===== src/rtl/mux_2_arbiter.sv =====
// rtl/mux_2_arbiter.sv - round-robin arbiter driving a shared 2:1 mux output stream
module mux_2_arbiter #(
  parameter int DATA_W   = 8,
  parameter int MAX_HOLD = 16
) (
  input  logic              sys_clk,
  input  logic              sys_rst,
  input  logic              req_a,
  input  logic              req_b,
  input  logic [DATA_W-1:0] data_a,
  input  logic [DATA_W-1:0] data_b,
  output logic              gnt_a,
  output logic              gnt_b,
  output logic              sel,
  output logic [DATA_W-1:0] out,
  output logic              out_valid
);

  localparam int CW = $clog2(MAX_HOLD);
  localparam logic [CW-1:0] HOLD_LAST = CW'(MAX_HOLD - 1);

  localparam logic [1:0] ST_IDLE = 2'd0;
  localparam logic [1:0] ST_A    = 2'd1;
  localparam logic [1:0] ST_B    = 2'd2;

  // last_q: 0 = A held the previous tenure, 1 = B did
  logic [1:0]        state_q, state_d;
  logic [CW-1:0]     hold_q, hold_d;
  logic              last_q, last_d;
  logic              sel_q, sel_d;
  logic [DATA_W-1:0] out_q, out_d;
  logic              out_valid_q, out_valid_d;
  logic              xfer;

  assign gnt_a     = (state_q == ST_A);
  assign gnt_b     = (state_q == ST_B);
  assign sel       = sel_q;
  assign out       = out_q;
  assign out_valid = out_valid_q;

  // A word moves only when the owner is still requesting
  assign xfer = (gnt_a && req_a) || (gnt_b && req_b);

  // Grant sequencing: round-robin on contention, tenure capped at MAX_HOLD cycles
  always_comb begin
    state_d = state_q;
    hold_d  = hold_q;
    last_d  = last_q;
    case (state_q)
      ST_IDLE: begin
        hold_d = '0;
        if (req_a && req_b) state_d = last_q ? ST_A : ST_B;
        else if (req_a)     state_d = ST_A;
        else if (req_b)     state_d = ST_B;
      end
      ST_A: begin
        if (!req_a) begin
          state_d = req_b ? ST_B : ST_IDLE;
          last_d  = 1'b0;
          hold_d  = '0;
        end else if (hold_q != HOLD_LAST) begin
          hold_d = hold_q + CW'(1);
        end else if (req_b) begin
          state_d = ST_B;
          last_d  = 1'b0;
          hold_d  = '0;
        end else begin
          // Nobody else waiting: renew the tenure without a bubble
          hold_d = '0;
        end
      end
      ST_B: begin
        if (!req_b) begin
          state_d = req_a ? ST_A : ST_IDLE;
          last_d  = 1'b1;
          hold_d  = '0;
        end else if (hold_q != HOLD_LAST) begin
          hold_d = hold_q + CW'(1);
        end else if (req_a) begin
          state_d = ST_A;
          last_d  = 1'b1;
          hold_d  = '0;
        end else begin
          hold_d = '0;
        end
      end
      default: begin
        state_d = ST_IDLE;
        hold_d  = '0;
      end
    endcase
  end

  // Select follows the next owner and keeps its value while idle
  always_comb begin
    sel_d = sel_q;
    if (state_d == ST_B)      sel_d = 1'b1;
    else if (state_d == ST_A) sel_d = 1'b0;
  end

  // Output stream: capture the owner's word only on a real transfer
  always_comb begin
    out_valid_d = xfer;
    out_d       = out_q;
    if (xfer) out_d = gnt_b ? data_b : data_a;
  end

  // State and output registers
  always_ff @(posedge sys_clk) begin
    if (sys_rst) begin
      state_q     <= ST_IDLE;
      hold_q      <= '0;
      last_q      <= 1'b1;
      sel_q       <= 1'b0;
      out_q       <= '0;
      out_valid_q <= 1'b0;
    end else begin
      state_q     <= state_d;
      hold_q      <= hold_d;
      last_q      <= last_d;
      sel_q       <= sel_d;
      out_q       <= out_d;
      out_valid_q <= out_valid_d;
    end
  end

endmodule


===== config.mk =====
export PLATFORM = sky130hd
export DESIGN_NAME = mux_2_arbiter
export DESIGN_NICKNAME = d
export VERILOG_FILES = /design/src/rtl/mux_2_arbiter.sv
export SDC_FILE = /design/constraint.sdc
export NUM_CORES = 1
export LEC_CHECK = 0
export ABC_CLOCK_PERIOD_IN_PS = 2200
export BUFFER_PORTS_ARGS = -buffer_cell sky130_fd_sc_hd__clkbuf_2
export CAP_MARGIN = 20
export CORE_ASPECT_RATIO = 0.6
export CORE_MARGIN = 5
export CORE_UTILIZATION = 40
export CTS_BUF_LIST = sky130_fd_sc_hd__clkbuf_2 sky130_fd_sc_hd__clkbuf_4 sky130_fd_sc_hd__clkbuf_8
export DETAILED_ROUTE_END_ITERATION = 12
export GPL_TIMING_DRIVEN = 1
export PLACE_DENSITY = 0.75
export SETUP_SLACK_MARGIN = 0.5
export SLEW_MARGIN = 20
export SYNTH_ARGS = -nofsm -noshare
export SYNTH_HDL_FRONTEND = slang
export SYNTH_SLANG_ARGS = --single-unit

===== constraint.sdc =====
create_clock -name sys_clk -period 2.2 [get_ports sys_clk]
set_input_delay 0.44 -clock sys_clk [delete_from_list [all_inputs] [get_ports sys_clk]]
set_output_delay 0.44 -clock sys_clk [all_outputs]
set_load 0.01 [all_outputs]

# Word-level counts from Yosys, hierarchy flattened
# Cells that the tools add are included.
# word_totals
ff_bits,17
in_bits,20
elab_cells,50
# classes
add_sub_neg,1
n_eq_ne,9
n_mux,26
n_reduce_logical,8
# op_table
cell,count
$mux W2,10
$mux W4,3
$ne A3 B3 Y1 const B,4
$mux W1,9
$mux W8,1
$pmux W4 S2,1
$pmux W2 S3,1
$reduce_and A5 Y1,1
$add A4 B1 Y4 const B,1
$eq A2 B1 Y1 const B,2
$eq A2 B2 Y1 const B,2
$ne A4 B4 Y1 const B,1
$reduce_bool A2 Y1,2
$logic_and A1 B1 Y1,3
$logic_not A2 Y1,1
$pmux W1 S2,1
$logic_or A1 B1 Y1,1

# Depth between registers and ports, before layout
# Gate-level depths: netlist (run 1).
# logic_depth
ltp_word,7
ltp_mapped,9
depth_no_buf,9

# Worst setup path after synthesis (run 1)
# OpenSTA, ideal clock, no wires.
# synth_timing
path_type,register to register
startpoint,reg hold_q[0]
endpoint,reg sel_q (netlist: sel)
arrival_time_ps,1712
path_slack_ps,360
path_stages_with_launch,9
n_path_buf,0
period_less_slack_ps,1840
path_cell_list,dfxtp_1 ha_1 and3_4 or3_1 nand4b_1 nor2b_1 ha_1 mux2i_1 nor2_1
# synth_between
elab_chain_len,6
elab_cells_between_ends,10
# synth_lines
item,line,rtl
"start, declared",28,"logic [CW-1:0] hold_q, hold_d;"
"start signal, assigned",119,hold_q <= hold_d;
$ne A4 B4 Y1 *,"61, 77",
$mux W2 (on tied branches),"77, 61",
$mux W2 (on tied branches),"73, 57",
$pmux W2 S3 *,49,case (state_q)
net state_d[1],27,"logic [1:0] state_q, state_d;"
$eq A2 B2 Y1 / $eq A2 B1 Y1 (equally long branches),"97, 98",
$mux W1 / $reduce_bool A2 Y1 (equally long branches),-,
"end signal, assigned",121,sel_q <= sel_d;
"end, declared",30,"logic sel_q, sel_d;"
# Mark *: on every way through the listed nets, which the timed path passes. The rest lies on a longest branch.
# A chain may end at the register's enable or synchronous reset.

# Worst setup path in the final report (run 1)
# layout_timing
startpoint,reg state_q[1]
endpoint,reg sel_q (netlist: sel)
# layout_between
elab_chain_len,6
elab_cells_between_ends,16
# layout_lines
item,line,rtl
"start, declared",27,
"start signal, assigned",118,state_q <= state_d;
$mux W2 (on tied branches),"79, 54, 63",
$mux W2 (on tied branches),"77, 53, 61",
$mux W2 (on tied branches),"73, 52, 57",
$pmux W2 S3 *,49,
net state_d[1],27,
$eq A2 B2 Y1 / $eq A2 B1 Y1 (equally long branches),"97, 98",
$mux W1 / $reduce_bool A2 Y1 (equally long branches),-,
# Marks and branches as above.

==> out/metrics.cfg, run 1 <==
[min_path]
holdCritStartpoint = out[3]
min_to = out[3]
hold_class = reg2reg
hold-path-cell-count = 2

[route]
first_pass_iters = 4
wire_per_inst_um = 13.9
drtIter0Drc = 44
vias_per_cell = 5.30
ant_nets = 0
drc_errors = 0
vias = 891
drt-total-wl_mm = 2.33

[timing]
tightest_slew_ns = 0.316
slew_violations = 0
skew_ns = 0.00503
relSlewSlack_pct = 78.8
post-route-period-util_pct = 83.9
period_minus_slack_ns = 1.85
hold_violations = 0
finalSetupTns_ns = 0
finalSetupViolCount = 0
max_freq_ghz = 0.542
rsz0062_at_grt = true

[yosys]
syn_avg_cell_area_um2 = 9.03
yosys_warnings = 0
postSynthCellCount = 102
synthArstFlopShare_pct = 0
syn-cell-area_um2 = 921
ys_ff_latch = 17
synth_edf_count = 0
synth_cell_type_count = 31
synth_most_common_cell = dfxtp_1
ys_top_cells_by_count = 17 x dfxtp_1, 15 x nor2_1, 11 x a211oi_1
synthFlopType = dfxtp_1
synth_area_leaders = dfxtp_1 37%, mux2i_1 9.8%, a211oi_1 9.0%
synth_top_area_cell = dfxtp_1
syn_nets = 128
seq_area_frac_synth_pct = 37.0
synth_top_area_share_pct = 37.0

[placed_design]
io_buffers = 31
place_congestion = 0.900
dp_hpwl_mm = 1.64

[worst_setup_path]
cp-end-kind = flop
regToRegStartpoint = state_q[1]
worstPathRequired_ns = 2.34
cpPeakStageDelay_ns = 0.36
crit_fanout = 4
arrival_ns = 1.99
r2r-end = sel
critPathBufInv = 1
slowest_stage = dfxtp_4
crit_cells = 9
worst_path_most_repeated_cell = ha_4
crit_path_start_kind = flop
criticalPathCategory = reg2reg
reg2reg_slack_ns = 0.35
crit_chain = buf_4 -> ha_4 -> nand2_1 -> or3_1 -> nand4b_1 -> nor2b_4 -> ha_4 -> mux2i_1 -> nor2_1
cpLargestDelayFamily = simple AND/OR/NAND/NOR gates
reg2regPathDepth = 9

[die]
die-area_mm2 = 0.00339
die_height_um = 47.2
rows = 13
ios = 32
core_area_mm2 = 0.00218
die_x_um = 71.9
start_util_pct = 42.3

[global_routing]
grt_remaining_overflow = 0
grtUsageTotal_pct = 14.4
antenna_found_initial = 0
grt_pass1_vias = 834
grt_pass1_wl_mm = 3.58
grt_max_degree = 18

[final_layout]
drive_gt1_share_pct = 42.8
n_antenna_cell = 0
area_growth_pct = 35.6
fin_nets = 165
post-route-util_pct = 57.3

[clock_network]
cts_num_sinks = 17
clk_pin_slew_ns = 0.07
cts_buffers = 3
cts-root-buf = clkbuf_8
insertion_delay_ns = 0.25
hold_buffers = 0
ctsHtreeMaxLevel = 1
cts_tree = built
clock_path_buffers = 2

[power_and_ir_drop]
cellInternalPower_uw = 764
combPwrFrac_pct = 43.6
sw_frac_of_total_pct = 35.4
ir_drop_v = 0.000433
p_clk_share_pct = 20.9
power_density_mw_per_mm2 = 947
p_seq_share_pct = 35.5
leakage_uw = 0.000532
switchingPower_uw = 418

[outcome]
outcome = finished clean

[flow_run]
cap_viol_max_count = 0

-- flip-flops by register name, summed over array words and instances (netlist names) --
signal     flops
sel            1
out_valid      1
state_q        2
hold_q         4
last_q         1
out            8
-- cell usage in the layout, fill, tap and decap left out --
master	n
buf_4	6
dfxtp_2	1
and3_4	1
ha_2	1
clkbuf_4	1
a311oi_1	1
nor2_1	15
nor3_1	1
nor2b_1	1
dfxtp_1	13
a211oi_1	11
a221oi_1	1
clkbuf_2	31
nand2_2	2
a21oi_2	2
dfxtp_4	3
a21o_1	2
and3b_1	1
nand3b_1	1
xnor2_1	1
or2_2	1
ha_4	4
a221o_1	1
a31oi_1	3
inv_1	2
a21oi_1	2
nor4b_1	1
mux2i_1	9
nand2b_1	2
inv_2	2
or3_1	1
nand3_1	2
nor2b_4	1
clkbuf_8	3
nand4b_1	1
ha_1	1
nand2_1	6
-- what timing repair did --
action	4_1_cts	5_1_grt
pin swaps	2	2
resized for setup	4	4
buffers inserted	4	2
endpoints found under the setup margin	1	1
-- worst max path at each step --
| stage | start | endpoint | slack [ns] |
|---|---|---|---|
| 6_report | state_q[1] | sel | 0.35 |
| 5_1_grt | state_q[1] | sel | 0.25 |
| 4_1_cts | state_q[1] | sel | 0.35 |
| 3_5_place_dp | state_q[0] | sel | 0.21 |
| 3_3_place_gp | state_q[0] | sel | 0.26 |
| 2_1_floorplan | hold_q[0] | sel | 0.46 |
-- power groups by stage --
| stage | sequential (uW) | clock, uW | combinational (uW) |
|---|---|---|---|
| 2_1_floorplan | 440 | 0 | 313 |
| 3_3_place_gp | 423 | 0 | 443 |
| 3_5_place_dp | 425 | 0 | 448 |
| 4_1_cts | 422 | 256 | 461 |
| 5_1_grt | 428 | 270 | 562 |
| 6_report | 419 | 247 | 516 |
-- cell families (layout without fill, tap and decap cells) --
group	after synthesis	after routing	share of synthesized area (%)
muxes	9	9	9.78
AOI/OAI and AO/OA	23	23	18.2
xor gates and xnor gates	1	1	0.951
buffers and inverters	9	45	5.43
DFF	17	17	37.0
adders and majority gates	6	6	8.15
and+or+nand+nor	37	37	20.5
-- worst min-delay path: stages, from the launching register on --
cell and delay (ns):
dfxtp_1 0.31, nor2_1 0.10, a211oi_1 0.05
-- layout make-up --
class                      count  area [um2]
fill                         192         931
multi-input combinational     76         594
sequential                    17         353
timing repair buffer          37         200
clock buffer                   4        48.8
tap                           30        37.5
inverter                       4        15.0
-- stage by stage --
stage                     hold slack (ns)  cells  total power (uW)  area, um2  setup slack, ns
after detailed placement            0.458    158               874       1120            0.205
after global placement              0.452    158               866       1120            0.263
after floorplan                     0.439    102               752        963            0.464
final                               0.503    168              1180       1250            0.354
after global routing                0.518    168              1260       1250            0.254
after CTS                           0.500    166              1140       1210            0.354
-- per-layer routing --
metal | GRT usage [%] | vias up | wire length [um]
li1 | - | 444 | -
met1 | 16.5 | 401 | 1040
met2 | 23.7 | 40 | 1060
met3 | 4.91 | 6 | 168
met4 | 9.36 | 0 | 60
met5 | 0 | - | 0
(Power assumes the default switching activity.)
==> run 2, diff against run 1 <==
ABC_CLOCK_PERIOD_IN_PS = 1500   (was 2200)
PLACE_DENSITY = 0.78   (was 0.75)
clock period = 1.5 ns   (was 2.2 ns; I/O delays follow)
==> run 2 against run 1 <==
The flow now finishes with violations (negative setup slack). Final cell count grew 18%. Sequential cell count unchanged. Maximum frequency down 2.5%. Sequential power up 57%.
==> out/metrics.cfg, run 2 (synthesized netlist as in run 1, its figures left out) <==
[final_layout]
n_antenna_cell = 0
fillers = 129
layout_common_cells = 26 x buf_4, 20 x clkbuf_2, 18 x buf_6, 11 x dfxtp_2
postLayoutCellArea_mm2 = 0.00178
drive_gt1_share_pct = 71.4
fin_nets = 195
mostFrequentLayoutCell = buf_4
largest_reg_flops = 8
area_growth_pct = 92.8

[global_routing]
grt_remaining_overflow = 0
grtUsageMet3_pct = 5.77
grtUsageTotal_pct = 18.5
gr-usage-met1_pct = 20.6
gr-usage-met2_pct = 33.2
grt_max_degree = 11
grt_pass1_wl_mm = 4.68
grt_pass1_vias = 1029
top_usage_layer = met2
antenna_found_initial = 0

[timing]
rsz0062_at_grt = true
relSlewSlack_pct = 79.0
slew_violations = 0
period_minus_slack_ns = 1.89
max_freq_ghz = 0.528
hold_violations = 0
post-route-period-util_pct = 126
skew_ns = 0.00305
fin_ws_ns = -0.393
tightest_slew_ns = 0.314
finalSetupViolCount = 1

[power_and_ir_drop]
leakage_uw = 0.000772
ir_drop_v = 0.000754
power_density_mw_per_mm2 = 1320

[clock_network]
cts_num_sinks = 17
clock_path_buffers = 2
clk_pin_slew_ns = 0.07
cts-root-buf = clkbuf_8
cts_buffers = 3
insertion_delay_ns = 0.25
cts_tree = built
hold_buffers = 0
ctsHtreeMaxLevel = 1

[die]
core_area_mm2 = 0.00218
die_x_um = 71.9
start_util_pct = 42.3
die-area_mm2 = 0.00339
rows = 13
ios = 32
die_height_um = 47.2

[route]
first_pass_iters = 4
ant_nets = 0
wire_per_inst_um = 20.4
vias = 1135
drc_errors = 0
drtIter0Drc = 111
vias_per_cell = 5.73
drt-total-wl_mm = 4.04

[worst_setup_path]
regToRegStartpoint = state_q[0]
cpPeakStageDelay_ns = 0.37
crit_chain = inv_4 -> ha_4 -> nand2_4 -> or3_1 -> nand4b_1 -> nor2b_1 -> ha_1 -> mux2i_1 -> nor2_1
slowest_stage = dfxtp_4
r2r-end = sel
arrival_ns = 2.04
reg2reg_slack_ns = -0.39
worstPathRequired_ns = 1.64
criticalPathCategory = reg2reg
cpLargestDelayFamily = simple AND/OR/NAND/NOR gates
crit_path_start_kind = flop
crit_fanout = 5
cp-end-kind = flop
reg2regPathDepth = 9
startpoint = state_q[0]
critPathBufInv = 1

[min_path]
holdCritStartpoint = sys_rst
hold_class = in2reg
hold-path-cell-count = 2
min_to = out_valid

[placed_design]
post-place-ws_ns = -0.340
place_area_mm2 = 0.00130
place_congestion = 0.948
dp_hpwl_mm = 2.07
io_buffers = 31

[flow_run]
cap_viol_max_count = 0

[outcome]
violations = negative setup slack
outcome = finished, violations left

-- run 2: cell types whose count changed in the layout (fill, tap and decap cells not counted), sizes merged --
| cell | change |
|---|---|
| clkbuf | -10 |
| buf | +40 |
-- run 2: worst max path at each step --
stage | end | slack (ns) | cells after the start
after floorplan | sel | -0.24 | 8
after global placement | sel | -0.28 | 9
after detailed placement | sel | -0.34 | 9
after CTS | sel | -0.30 | 8
after global routing | sel | -0.47 | 9
final | sel | -0.39 | 9
-- run 2: report_power, final --
part | total [uW] | leakage, uW | internal, uW | switching, uW
clock network | 358 | 0.0000262 | 206 | 151
logic | 1320 | 0.000601 | 719 | 603
registers | 656 | 0.000145 | 565 | 90.8
total | 2340 | 0.000772 | 1490 | 845
-- run 2: final cells by class --
type                    count  area, um2  share of cell area [%]
well taps                  30       37.5                    2.11
clock buffers               4       48.8                    2.75
inverters                   4       20.0                    1.13
flip-flops and latches     17        362                    20.4
multi-input cells          76        744                    41.9
repair buffers             67        563                    31.7
-- run 2: timing repair --
item,in CTS,in global routing
endpoints found under the setup margin,28,29
endpoints found under the hold margin,0,0
resized for setup,37,41
pin swaps,16,11
cloned,0,1
buffers inserted,6,8
-- run 2: through the flow --
stage / util, % / setup TNS [ns] / hold slack, ns / instances / power [uW]
6_report: 81.5 / -0.393 / 0.326 / 198 / 2340
5_1_grt: 81.5 / -0.482 / 0.335 / 198 / 2440
3_3_place_gp: 59.8 / -0.280 / 0.489 / 179 / 1370
2_1_floorplan: - / -0.236 / 0.438 / 102 / 1150
4_1_cts: 70.3 / -0.302 / 0.300 / 189 / 1980
3_5_place_dp: 59.8 / -0.340 / 0.490 / 179 / 1390
-- run 2: per-layer routing --
| layer | vias up | wire [um] |
|---|---|---|
| met5 | - | 0 |
| met3 | 16 | 237 |
| met1 | 553 | 1530 |
| met4 | 0 | 131 |
| li1 | 502 | - |
| met2 | 64 | 2130 |
==> run 3, diff against run 2 <==
SKIP_CTS_REPAIR_TIMING = 1   (was not set)
==> run 3 against run 2 <==
The run still ends with negative setup slack left. Clock power increased by 3%. First-iteration DRC count decreased by 23%. Register-to-register slack about the same. Critical path depth unchanged. Sequential power about the same. Global-route usage decreased by 3.0 points. Clock skew increased by 0.0034 ns. Total power decreased by 5.0%. Final cell count decreased by 3.5%. Routed wire length decreased by 11%. Combinational power decreased by 9.8%. Critical endpoint unchanged. Largest power group unchanged. Highest routed layer unchanged.
==> out/metrics.cfg, run 3 (synthesized netlist as in run 1, its figures left out) <==
[route]
vias_per_cell = 5.40
drtIter0Drc = 86
ant_nets = 0
drc_errors = 0
vias = 1031
drt-total-wl_mm = 3.60
wire_per_inst_um = 18.9
first_pass_iters = 4

[power_and_ir_drop]
cellInternalPower_uw = 1420
switchingPower_uw = 801
leakage_uw = 0.000718
power_uw = 2220
sw_frac_of_total_pct = 36.1
combPwrFrac_pct = 53.7
p_seq_share_pct = 29.6
ir_drop_v = 0.000650
power_density_mw_per_mm2 = 1320
p_clk_share_pct = 16.7

[timing]
hold_violations = 0
tightest_slew_ns = 0.262
whs_ns = 0.324
post-route-period-util_pct = 126
finalSetupViolCount = 1
relSlewSlack_pct = 82.5
skew_ns = 0.00640
rsz0062_at_grt = true
slew_violations = 0
max_freq_ghz = 0.529
fin_ws_ns = -0.391
period_minus_slack_ns = 1.89

[clock_network]
cts_num_sinks = 17
cts_tree = built
cts-root-buf = clkbuf_8
clk_pin_slew_ns = 0.07
ctsHtreeMaxLevel = 1
insertion_delay_ns = 0.26
clock_path_buffers = 2
cts_buffers = 3

[worst_setup_path]
arrival_ns = 2.04
crit_fanout = 4
crit_path_start_kind = flop
worstPathRequired_ns = 1.65
cp-end-kind = flop
criticalPathCategory = reg2reg

[final_layout]
area_growth_pct = 82.2
multiInputGateArea_um2 = 737
postLayoutCellArea_mm2 = 0.00168
fin_cells = 191
drive_gt1_share_pct = 70.8
largest_reg_flops = 8
fin_nets = 188
fillers = 144
mostFrequentLayoutCell = buf_4
layout_common_cells = 23 x buf_4, 20 x clkbuf_2, 16 x buf_6, 12 x nor2_1, 11 x dfxtp_2
post-route-util_pct = 77.0
final-seq-area_um2 = 362
n_antenna_cell = 0

[placed_design]
place_area_mm2 = 0.00130
dp.cells = 179
place_congestion = 0.948
io_buffers = 31
dp_hpwl_mm = 2.07

[global_routing]
antenna_found_initial = 0
grt_max_degree = 13
grtUsageTotal_pct = 15.5
grt_pass1_vias = 916
grt_pass1_wl_mm = 4.03
grt_remaining_overflow = 0

[outcome]
violations = negative setup slack
outcome = finished, violations left

[die]
core_area_mm2 = 0.00218
rows = 13
die_height_um = 47.2
start_util_pct = 42.3
die-area_mm2 = 0.00339
ios = 32
die_x_um = 71.9

[min_path]
hold_class = in2reg

[flow_run]
cap_viol_max_count = 0

==> run 3: final timing paths <==
kind              startpoint   endpoint  slack, ns  cells after the start
setup reg to reg  state_q[0]        sel      -0.39                      9
hold reg to reg       out[0]     out[0]       0.50                      2
setup / recovery  state_q[0]        sel      -0.39                      9
hold / removal       sys_rst  out_valid       0.32                      2
==> run 3: power groups by stage <==
stage | Sequential (uW) | Combinational (uW) | Clock [uW]
4_1_cts | 614 | 771 | 366
3_3_place_gp | 616 | 754 | 0
6_report | 657 | 1190 | 370
5_1_grt | 671 | 1270 | 398
3_5_place_dp | 624 | 764 | 0
2_1_floorplan | 644 | 502 | 0
==> run 3: stage by stage <==
stage          TNS (ns)  setup slack [ns]
2_1_floorplan    -0.236            -0.236
3_3_place_gp     -0.280            -0.280
3_5_place_dp     -0.340            -0.340
4_1_cts          -0.362            -0.362
5_1_grt          -0.519            -0.511
6_report         -0.391            -0.391
==> run 3: area by class of cell <==
type	instances	share of cell area [%]
clock buffer	4	2.91
inverter	4	1.19
multi-input combinational	76	43.9
sequential	17	21.6
tap	30	2.24
timing repair buffer	60	28.2
==> run 3: worst max-delay path, cell delays in order, from the launching register on <==
cell and delay (ns):
dfxtp_4 0.39, inv_4 0.05, ha_4 0.17, nor2_1 0.16
a221oi_1 0.11, nand4b_1 0.20, nor2b_2 0.18, ha_1 0.28
mux2i_1 0.19, nor2_1 0.05
==> run 3: metal layers <==
| metal | GRT usage, % | up-vias | share of wire (%) |
|---|---|---|---|
| met1 | 18.2 | 474 | 39 |
| li1 | - | 489 | - |
| met2 | 27.7 | 54 | 52 |
| met4 | 5.24 | 0 | 3.4 |
| met5 | 0 | - | 0 |
| met3 | 5.13 | 14 | 5.6 |
